==> config.mk <==
export PLATFORM = sky130hd
export DESIGN_NAME = aes_round_seq_flat
export DESIGN_NICKNAME = d
export VERILOG_FILES = /design/src/rtl/aes_round_seq_if.sv /design/src/rtl/aes_round_seq.sv /design/src/flat_wrapper.sv
export SDC_FILE = /design/constraint.sdc
export NUM_CORES = 1
export LEC_CHECK = 0
export BUFFER_PORTS_ARGS = -buffer_cell sky130_fd_sc_hd__buf_2
export CAP_MARGIN = 20
export CORE_AREA = 2 2 208 210
export DETAILED_ROUTE_END_ITERATION = 6
export DIE_AREA = 0 0 210 212
export PLACE_DENSITY_LB_ADDON = 0.3
export SLEW_MARGIN = 10
export SYNTH_ARGS = -nofsm -noshare
export SYNTH_HDL_FRONTEND = slang
export SYNTH_SLANG_ARGS = --single-unit
==> constraint.sdc <==
create_clock -name clk -period 1.4 [get_ports clk]
set_input_delay 0.21 -clock clk [delete_from_list [all_inputs] [get_ports clk]]
set_output_delay 0.21 -clock clk [all_outputs]
set_load 0.03 [all_outputs]
==> src/rtl/aes_round_seq_if.sv <==
// -----------------------------------------------------------------------------
// aes_round_seq_if
//   Groups the three handshakes of the AES round sequencer into one bundle:
//   the block-input channel, the issue/return channel to the shared
//   single-round datapath, and the finished-block output channel, plus the
//   busy/err status lines.
//
//   modport slave  : the sequencer's view (takes blocks in, drives the
//                    round datapath, hands finished blocks out)
//   modport master : the surrounding system's view (source of blocks, round
//                    datapath, sink of results)
//
//   Signals
//     in_valid / in_ready / in_data        plaintext block in (byte 0 at [127:120])
//     rnd_valid / rnd_data / rnd_idx       one-cycle issue to the round datapath
//     rnd_init / rnd_final                 first-round / last-round controls
//     rnd_ret_valid / rnd_ret_data         round datapath result
//     out_valid / out_ready / out_data     ciphertext block out
//     busy                                 sequencer not idle
//     err                                  one-cycle timeout pulse
// -----------------------------------------------------------------------------
interface aes_round_seq_if;
  logic         in_valid;
  logic         in_ready;
  logic [127:0] in_data;

  logic         rnd_valid;
  logic [127:0] rnd_data;
  logic [3:0]   rnd_idx;
  logic         rnd_init;
  logic         rnd_final;
  logic         rnd_ret_valid;
  logic [127:0] rnd_ret_data;

  logic         out_valid;
  logic         out_ready;
  logic [127:0] out_data;

  logic         busy;
  logic         err;

  modport slave (
    input  in_valid, in_data,
    input  rnd_ret_valid, rnd_ret_data,
    input  out_ready,
    output in_ready,
    output rnd_valid, rnd_data, rnd_idx, rnd_init, rnd_final,
    output out_valid, out_data,
    output busy, err
  );

  modport master (
    output in_valid, in_data,
    output rnd_ret_valid, rnd_ret_data,
    output out_ready,
    input  in_ready,
    input  rnd_valid, rnd_data, rnd_idx, rnd_init, rnd_final,
    input  out_valid, out_data,
    input  busy, err
  );
endinterface

==> src/rtl/aes_round_seq.sv <==
// -----------------------------------------------------------------------------
// aes_round_seq
//   Iterative AES-128 round controller. Takes one 128-bit block, sends it
//   through an external single-round datapath NR+1 times (round index 0..NR),
//   keeps the intermediate state between rounds and returns the finished
//   block on a valid/ready output.
//
//   Parameters
//     NR       number of full rounds (rounds issued with index 0..NR), 1..15
//     TIMEOUT  WAIT cycles without a round return before the block is
//              abandoned; only meaningful when AES_SEQ_TIMEOUT_EN is defined
//
//   Build option
//     AES_SEQ_TIMEOUT_EN  when defined, a wait counter aborts a stalled round
//                         after TIMEOUT cycles and pulses err; when undefined
//                         the controller waits for the round unit forever and
//                         err is tied low.
//
//   Ports
//     clk    system clock
//     reset  synchronous, active-high reset
//     bus    aes_round_seq_if.slave (input block, round datapath, output
//            block, busy, err)
//
//   Timing with a round unit of latency L (block accepted in cycle 0):
//     round k issued in cycle 1 + k*(L+1), out_valid first in 1 + (NR+1)*(L+1).
// -----------------------------------------------------------------------------
module aes_round_seq #(
  parameter int NR      = 10,
  parameter int TIMEOUT = 16
) (
  input  logic           clk,
  input  logic           reset,
  aes_round_seq_if.slave bus
);

  // ---------------------------------------------------------------------------
  // state  | meaning
  // -------+-------------------------------------------------------------------
  // IDLE   | in_ready high, waiting for a plaintext block
  // ISSUE  | rnd_valid high for this single cycle, round r_rnd_cnt presented
  // WAIT   | waiting for the round datapath to return the new state
  // DONE   | out_valid high, out_data held until out_ready
  // ---------------------------------------------------------------------------
  typedef enum logic [1:0] {
    S_IDLE  = 2'd0,
    S_ISSUE = 2'd1,
    S_WAIT  = 2'd2,
    S_DONE  = 2'd3
  } state_t;

  localparam logic [3:0] NR_IDX = 4'(NR);

  if (NR < 1 || NR > 15) begin : g_bad_nr
    $error("aes_round_seq: NR must be in 1..15");
  end
  if (TIMEOUT < 1) begin : g_bad_timeout
    $error("aes_round_seq: TIMEOUT must be at least 1");
  end

  state_t       r_state;
  logic [127:0] r_blk;        // block state carried between rounds
  logic [3:0]   r_rnd_cnt;    // current round, 0..NR, never wraps
  logic         r_in_ready;
  logic         r_rnd_valid;
  logic         r_out_valid;

`ifdef AES_SEQ_TIMEOUT_EN
  localparam int unsigned         WAIT_W    = $clog2(TIMEOUT + 1);
  // The counter holds j in the (j+1)-th WAIT cycle, so the expiry cycle is
  // the one where it reads TIMEOUT-1 with no return present.
  localparam logic [WAIT_W-1:0]   WAIT_LAST = WAIT_W'(TIMEOUT - 1);
  localparam logic [WAIT_W-1:0]   WAIT_ONE  = WAIT_W'(1);

  logic [WAIT_W-1:0] r_wait_cnt;
  logic              r_err;
`endif

  always_ff @(posedge clk) begin
    if (reset) begin
      r_state     <= S_IDLE;
      r_blk       <= '0;
      r_rnd_cnt   <= '0;
      r_in_ready  <= 1'b1;
      r_rnd_valid <= 1'b0;
      r_out_valid <= 1'b0;
`ifdef AES_SEQ_TIMEOUT_EN
      r_wait_cnt  <= '0;
      r_err       <= 1'b0;
`endif
    end else begin
`ifdef AES_SEQ_TIMEOUT_EN
      r_err <= 1'b0;
`endif
      case (r_state)
        S_IDLE: begin
          if (bus.in_valid && r_in_ready) begin
            r_blk       <= bus.in_data;
            r_rnd_cnt   <= '0;
            r_in_ready  <= 1'b0;
            r_rnd_valid <= 1'b1;
            r_state     <= S_ISSUE;
          end
        end

        S_ISSUE: begin
          r_rnd_valid <= 1'b0;
          r_state     <= S_WAIT;
`ifdef AES_SEQ_TIMEOUT_EN
          r_wait_cnt  <= '0;
`endif
        end

        S_WAIT: begin
          // A return in the expiry cycle takes priority over the timeout.
          if (bus.rnd_ret_valid) begin
            r_blk <= bus.rnd_ret_data;
            if (r_rnd_cnt == NR_IDX) begin
              r_out_valid <= 1'b1;
              r_state     <= S_DONE;
            end else begin
              r_rnd_cnt   <= r_rnd_cnt + 4'd1;
              r_rnd_valid <= 1'b1;
              r_state     <= S_ISSUE;
            end
          end
`ifdef AES_SEQ_TIMEOUT_EN
          else if (r_wait_cnt == WAIT_LAST) begin
            // Abandon the block; nothing of it is ever presented on out_data.
            r_err      <= 1'b1;
            r_blk      <= '0;
            r_rnd_cnt  <= '0;
            r_in_ready <= 1'b1;
            r_state    <= S_IDLE;
          end else begin
            r_wait_cnt <= r_wait_cnt + WAIT_ONE;
          end
`endif
        end

        S_DONE: begin
          // No same-cycle accept: in_ready only rises in the following IDLE.
          if (bus.out_ready) begin
            r_out_valid <= 1'b0;
            r_in_ready  <= 1'b1;
            r_state     <= S_IDLE;
          end
        end

        default: begin
          r_state     <= S_IDLE;
          r_in_ready  <= 1'b1;
          r_rnd_valid <= 1'b0;
          r_out_valid <= 1'b0;
        end
      endcase
    end
  end

  assign bus.in_ready  = r_in_ready;
  assign bus.rnd_valid = r_rnd_valid;
  assign bus.rnd_data  = r_blk;
  assign bus.rnd_idx   = r_rnd_cnt;
  assign bus.rnd_init  = (r_rnd_cnt == 4'd0);
  assign bus.rnd_final = (r_rnd_cnt == NR_IDX);
  assign bus.out_valid = r_out_valid;
  assign bus.out_data  = r_blk;
  assign bus.busy      = (r_state != S_IDLE);

`ifdef AES_SEQ_TIMEOUT_EN
  assign bus.err = r_err;
`else
  assign bus.err = 1'b0;
`endif

endmodule

==> src/flat_wrapper.sv <==
// flat-port wrapper written by rule: the top's interface ports become plain ports
module aes_round_seq_flat 
#(
  parameter int NR      = 10,
  parameter int TIMEOUT = 16
)
  (clk, reset, bus_in_valid, bus_in_data, bus_rnd_ret_valid, bus_rnd_ret_data, bus_out_ready, bus_in_ready, bus_rnd_valid, bus_rnd_data, bus_rnd_idx, bus_rnd_init, bus_rnd_final, bus_out_valid, bus_out_data, bus_busy, bus_err);
  aes_round_seq_if bus_i ();
  input  logic clk;
  input  logic reset;
  input wire logic [$bits(bus_i.in_valid)-1:0] bus_in_valid;
  input wire logic [$bits(bus_i.in_data)-1:0] bus_in_data;
  input wire logic [$bits(bus_i.rnd_ret_valid)-1:0] bus_rnd_ret_valid;
  input wire logic [$bits(bus_i.rnd_ret_data)-1:0] bus_rnd_ret_data;
  input wire logic [$bits(bus_i.out_ready)-1:0] bus_out_ready;
  output wire logic [$bits(bus_i.in_ready)-1:0] bus_in_ready;
  output wire logic [$bits(bus_i.rnd_valid)-1:0] bus_rnd_valid;
  output wire logic [$bits(bus_i.rnd_data)-1:0] bus_rnd_data;
  output wire logic [$bits(bus_i.rnd_idx)-1:0] bus_rnd_idx;
  output wire logic [$bits(bus_i.rnd_init)-1:0] bus_rnd_init;
  output wire logic [$bits(bus_i.rnd_final)-1:0] bus_rnd_final;
  output wire logic [$bits(bus_i.out_valid)-1:0] bus_out_valid;
  output wire logic [$bits(bus_i.out_data)-1:0] bus_out_data;
  output wire logic [$bits(bus_i.busy)-1:0] bus_busy;
  output wire logic [$bits(bus_i.err)-1:0] bus_err;
  assign bus_i.in_valid = bus_in_valid;
  assign bus_i.in_data = bus_in_data;
  assign bus_i.rnd_ret_valid = bus_rnd_ret_valid;
  assign bus_i.rnd_ret_data = bus_rnd_ret_data;
  assign bus_i.out_ready = bus_out_ready;
  assign bus_in_ready = bus_i.in_ready;
  assign bus_rnd_valid = bus_i.rnd_valid;
  assign bus_rnd_data = bus_i.rnd_data;
  assign bus_rnd_idx = bus_i.rnd_idx;
  assign bus_rnd_init = bus_i.rnd_init;
  assign bus_rnd_final = bus_i.rnd_final;
  assign bus_out_valid = bus_i.out_valid;
  assign bus_out_data = bus_i.out_data;
  assign bus_busy = bus_i.busy;
  assign bus_err = bus_i.err;
  aes_round_seq #(.NR(NR), .TIMEOUT(TIMEOUT)) u_core (.clk(clk), .reset(reset), .bus(bus_i));
endmodule
==> reports/metrics.yaml, run 1 <==
die_x_um: 210
grt.overflow.total: 0
rsz0062_at_grt: "true"
track_usage: 0.154
cp_common_cell: "buf_12"
ant_nets: 0
rrSetupSlack_ns: -0.26
timing.critical_path.buf_inv: 5
tritoncts: "done"
synth_nets: 1037
synth_warnings: 0
finalSetupTns_ns: -23.89
yosysTopAreaCell: "dfxtp_1"
clk_pin_slew_ns: 0.06
cts-buffers-inserted: 17
worstPathArrival_ns: 2.00
dieArea_mm2: 0.0445
seq_area_frac_synth: 0.371
failed_checks: "setup timing"
syn_area_mm2: 0.00739
seq_power_share: 0.289
ctsHoldBuffers: 0
switching_share: 0.377
fmax_mhz: 604
port_buffers: 526
drv_cap: 0
timing.final.hold_violations: 0
die_h_um: 212
synth_top_area_frac: 0.371
min_period_ns: 1.66
pwr-share-clk: 0.307
avgSynthCellArea_um2: 9.56
drtIter0Drc: 243
drc_errors: 0
worstSetupEndpointType: "flop"
vias: 7896
crit_slowest_cell: "dfxtp_4"
power_frac_comb: 0.404
layout_common_cells: "buf_2 (520), dfxtp_1 (131), mux2i_1 (85), a211oi_1 (78), nor3_2 (76)"
max_stage_delay_ns: 0.36
area_growth_pct: 87.6
coreArea_mm2: 0.0425
internal_power_mw: 10.5
final_max_slew_viol_count: 0
initial_core_util: 0.174
switching_power_mw: 6.36
num_rows: 76
hold_class: "in -> reg"
ctsHtreeMaxLevel: 4
finalPower_mw: 16.9
grt_pass1_wl_um: 49900
powerDensity_mw_per_mm2: 1220
detail_route.wl_per_cell_um: 19.8
status: "finished, violations left"
place_congestion: 0.746
synth.area.top_cells: "dfxtp_1 (37%), mux2i_1 (17%), buf_4 (16%), a211oi_1 (13%), nor3_1 (8.7%)"
grt_max_degree: 69
final_util: 0.326
drive_gt1_frac: 0.722
critPathKind: "reg -> reg"
synth_cell_type_count: 32
required_ns: 1.75
layout_commonest_cell: "buf_2"
antenna_found_initial: 2
syn_inst: 773
setup_viol_count_final: 138
viasPerCell: 4.31
dpl.hpwl_um: 20500
fin_area_mm2: 0.0139
finalNetCount: 1535
cts.sinks: 137
leakagePower_nw: 6.09
first_pass_iters: 4
finalWorstSetupSlack_ns: -0.257
dpl_cell_area_mm2: 0.0100
pre_cts_ws_ns: -0.176
clockBufferDepth: 2
drt_wl_total_um: 36300
grt_pass1_vias: 7637
crit_path_start: "u_core.r_state[1]"
critPathMaxFanout: 5
path_delay_family: "buffers and inverters"
root_buffer: "clkbuf_16"
finClkSkew_ns: 0.00911
io_pins: 528
r2r-start: "u_core.r_state[1]"
hold_start: "bus_out_ready"
ys_seq_elements: 137
fin_crit_sh: 1.18
path_cells: "buf_6 > and4bb_4 > buf_12 > buf_12 > buf_12 > clkbuf_16 > nor3_1 > a211oi_1"
crit_path_start_kind: "flop"
ir_worst_vdd_uv: 730
clk_latency_ns: 0.44
state kept, by name (all words and copies together) (netlist names):
| register | cells |
|---|---|
| u_core.bus.out_valid | 1 |
| u_core.bus.rnd_idx | 4 |
| u_core.bus.out_data | 128 |
| u_core.bus.rnd_valid | 1 |
| u_core.bus.in_ready | 1 |
| u_core.r_state | 2 |
tightest hold or removal path: cells and delay by family:
family	cells	cell delay, ns
simple gates	2	0.12
buf+inv	1	0.11
compound gates	1	0.04
routing by layer:
metal  global-route usage  wire [µm]  vias to the layer above  share of wire
met4               0.0470        775                        2          0.021
met1                0.183      14700                     3786           0.40
met3               0.0298       1820                       33          0.050
met2                0.279      19000                      323           0.52
li1                     -          -                     3752              -
met5                    0         13                        -        0.00036
power groups by stage:
| stage | clock network, mW | registers, mW | logic [mW] |
|---|---|---|---|
| 6_report | 5.18 | 4.86 | 6.81 |
| 5_1_grt | 5.53 | 4.93 | 7.19 |
| 4_1_cts | 5.34 | 4.84 | 6.56 |
| 3_5_place_dp | 0 | 4.87 | 5.02 |
| 3_3_place_gp | 0 | 4.86 | 5.02 |
| 2_1_floorplan | 0 | 5.69 | 2.99 |
final timing paths:
kind,endpoint,depth (start not counted)
max,u_core.bus.out_data[97],8
min,u_core.r_state[1],4
max reg2reg,u_core.bus.out_data[97],8
min reg2reg,u_core.bus.out_valid,2
kinds of logic after synthesis:
family	share of synthesized area
AOI/OAI and AO/OA	0.144
adders and majority gates	0.00508
buffers and inverters	0.197
DFF	0.371
muxes	0.175
other	0.000508
and+or+nand+nor	0.107
cell type report:
type	count	area (µm²)
inverters	5	21.3
fillers	4331	28600
flip-flops and latches	137	2760
multi-input cells	427	4430
clock buffers	22	464
diodes	1	2.50
well taps	546	683
repair buffers	683	5310
clock inverters	10	191
synthesized netlist by cell type:
cell,instances
o21ai_0,2
inv_1,5
nand2b_1,2
o21ba_2,1
nor3b_1,1
a22oi_1,2
nand3_1,3
clkbuf_1,20
a21boi_0,1
nand2_1,3
a41oi_1,1
mux2i_1,129
dfxtp_1,137
nand4bb_1,1
buf_6,10
and4bb_2,1
or2_2,1
o21bai_1,1
conb_1,1
buf_4,153
and3b_1,1
nand4b_1,1
nor2b_1,2
nor2_1,1
buf_2,19
a211oi_1,130
buf_1,2
a21oi_1,4
nand3b_1,5
a31oi_1,2
ha_1,3
nor3_1,128
repair_timing:
action                                  CTS  global route
gates cloned                             39             4
setup buffers                            54            13
gates resized for setup                 242           164
pin swaps                               129            85
endpoints found under the setup margin  133           141
stage by stage:
step / hold slack, ns / instances
floorplan: 0.383 / 773
global placement: 0.491 / 1711
detailed placement: 0.502 / 1711
CTS: 0.0456 / 1834
global route: 0.0927 / 1831
finish: 0.0928 / 1831
(Power assumes the default switching activity.)
==> inputs of run 2 (changes only) <==
--- a/config.mk
+++ b/config.mk
@@ -10,6 +10,7 @@
 export CORE_AREA = 2 2 208 210
 export DETAILED_ROUTE_END_ITERATION = 6
 export DIE_AREA = 0 0 210 212
+export MAX_ROUTING_LAYER = met4
 export PLACE_DENSITY_LB_ADDON = 0.3
 export SLEW_MARGIN = 10
 export SYNTH_ARGS = -nofsm -noshare
==> run 2 against run 1 <==
The flow still finishes with violations (setup timing). Clock skew shrank 0.0013 ns. Die area unchanged. Clock-buffer cell count is the same. Via count shrank 0.70%. Setup slack improved by 0.0032 ns. Largest cell class unchanged. Sequential share of layout area up 0.13 points. Critical path depth is the same. Register-to-register slack barely moved. Utilization decreased by 0.21 points. Routed wire length grew 0.41%.
==> reports/metrics.yaml, run 2 (synthesized netlist as in run 1, its figures left out) <==
status: "finished, violations left"
failed_checks: "setup timing"
timing.rr.end: "u_core.bus.out_data[84]"
critPathKind: "reg -> reg"
num_rows: 76
crit_path_start_kind: "flop"
hold_depth: 4
fin_crit_sh: 1.18
die_h_um: 212
rsz0062_at_grt: "true"
grt_pass1_vias: 7627
dieArea_mm2: 0.0445
tritoncts: "done"
die_x_um: 210
setup_viol_count_final: 138
min_period_ns: 1.65
timing.critical_path.buf_inv: 5
required_ns: 1.77
finalPower_mw: 16.9
timing.final.hold_violations: 0
port_buffers: 526
detail_route.wl_per_cell_um: 19.9
cp_common_cell: "buf_12"
max_stage_delay_ns: 0.36
pre_cts_ws_ns: -0.176
drv_cap: 0
leakagePower_nw: 6.07
clk_latency_ns: 0.44
rrSetupSlack_ns: -0.25
finalWorstSetupSlack_ns: -0.253
viasPerCell: 4.28
crit_slowest_cell: "dfxtp_4"
path_delay_family: "buffers and inverters"
final_max_slew_viol_count: 0
grt_max_degree: 69
hold_class: "in -> reg"
track_usage: 0.158
ir_worst_vdd_uv: 714
grt_pass1_wl_um: 49800
layout_commonest_cell: "buf_2"
drive_gt1_frac: 0.712
reg2regPathDepth: 8
hold_start: "bus_out_ready"
clk_pin_slew_ns: 0.07
cts.sinks: 137
worstPathArrival_ns: 2.02
drc_errors: 0
first_pass_iters: 4
grt.overflow.total: 0
finClkSkew_ns: 0.00776
antenna_found_initial: 1
fmax_mhz: 605
vias: 7841
ant_nets: 0
path_cells: "buf_6 > and4bb_4 > buf_12 > buf_12 > buf_12 > clkbuf_16 > nor3_4 > a211oi_2"
critPathMaxFanout: 5
clockBufferDepth: 2
fillCellCount: 4349
worstSetupEndpointType: "flop"
powerDensity_mw_per_mm2: 1230
io_pins: 528
coreArea_mm2: 0.0425
holdPathEnd: "u_core.r_state[1]"
cts-buffers-inserted: 17
initial_core_util: 0.174
finalNetCount: 1534
largest_reg_flops: 128
drt_wl_total_um: 36400
final_util: 0.324
multi_input_comb_area_mm2: 0.00433
root_buffer: "clkbuf_16"
dpl.hpwl_um: 20500
layout_common_cells: "buf_2 (520), dfxtp_1 (131), mux2i_1 (86), a211oi_1 (84), nor3_2 (74)"
ctsHtreeMaxLevel: 4
place_congestion: 0.755
drtIter0Drc: 328
r2r-start: "u_core.r_state[1]"
hold_ws_ns: 0.0848
regArea_mm2: 0.00276
area_growth_pct: 86.4
[run 2: cell types whose count changed in the layout (fill, tap and decap cells not counted), sizes merged]
cell    delta
buf        -2
clkbuf     +1
[run 2: worst max-delay path by stage]
stage	start	cells past startpoint	slack, ns	end
2_1_floorplan	u_core.bus.rnd_idx[2]	4	-0.03	u_core.bus.rnd_idx[1]
5_1_grt	u_core.r_state[1]	8	-0.32	u_core.bus.out_data[84]
3_3_place_gp	u_core.r_state[1]	5	-0.15	u_core.bus.out_data[43]
4_1_cts	u_core.bus.rnd_idx[0]	6	-0.23	bus_rnd_final
6_report	u_core.r_state[1]	8	-0.25	u_core.bus.out_data[84]
3_5_place_dp	u_core.r_state[1]	5	-0.18	u_core.bus.out_data[43]
[run 2: where the power goes]
part	leakage (nW)	total [mW]	switching, mW	internal, mW
clock	0.311	5.20	1.93	3.27
sequential	1.14	4.86	0.484	4.37
combinational	4.62	6.81	3.95	2.86
[run 2: cell type report]
type,instances,share of cell area
Clock buffer,22,0.0337
Clock inverter,10,0.0139
Inverter,5,0.00154
Sequential cell,137,0.200
Multi-Input combinational cell,427,0.314
Tap cell,546,0.0496
Timing Repair Buffer,682,0.386
Antenna cell,1,0.000182
[run 2: layer usage]
metal	up-vias	GRT usage	wire length, µm
met5	-	-	0
met4	0	0.0472	833
met3	31	0.0281	1970
met2	333	0.279	19000
met1	3729	0.184	14600
li1	3748	-	-
[run 2: timing repair]
item	4_1_cts	5_1_grt
hold buffers	0	0
setup endpoints to repair	133	141
gates cloned	39	6
buffers inserted	54	9
gates resized for setup	242	145
pin swaps	129	82
[run 2: tightest hold or removal path, cell delays in order]
cell,delay [ns]
buf_2,0.11
nand2_1,0.05
nand2_1,0.05
a21oi_1,0.05
[run 2: through the flow]
step	setup TNS (ns)	cells	cell area, µm²
after floorplan	-0.0327	773	7410
after global placement	-8.69	1711	10000
after detailed placement	-12.12	1711	10000
after CTS	-22.36	1834	13300
after global routing	-33.24	1830	13800
final	-24.12	1830	13800
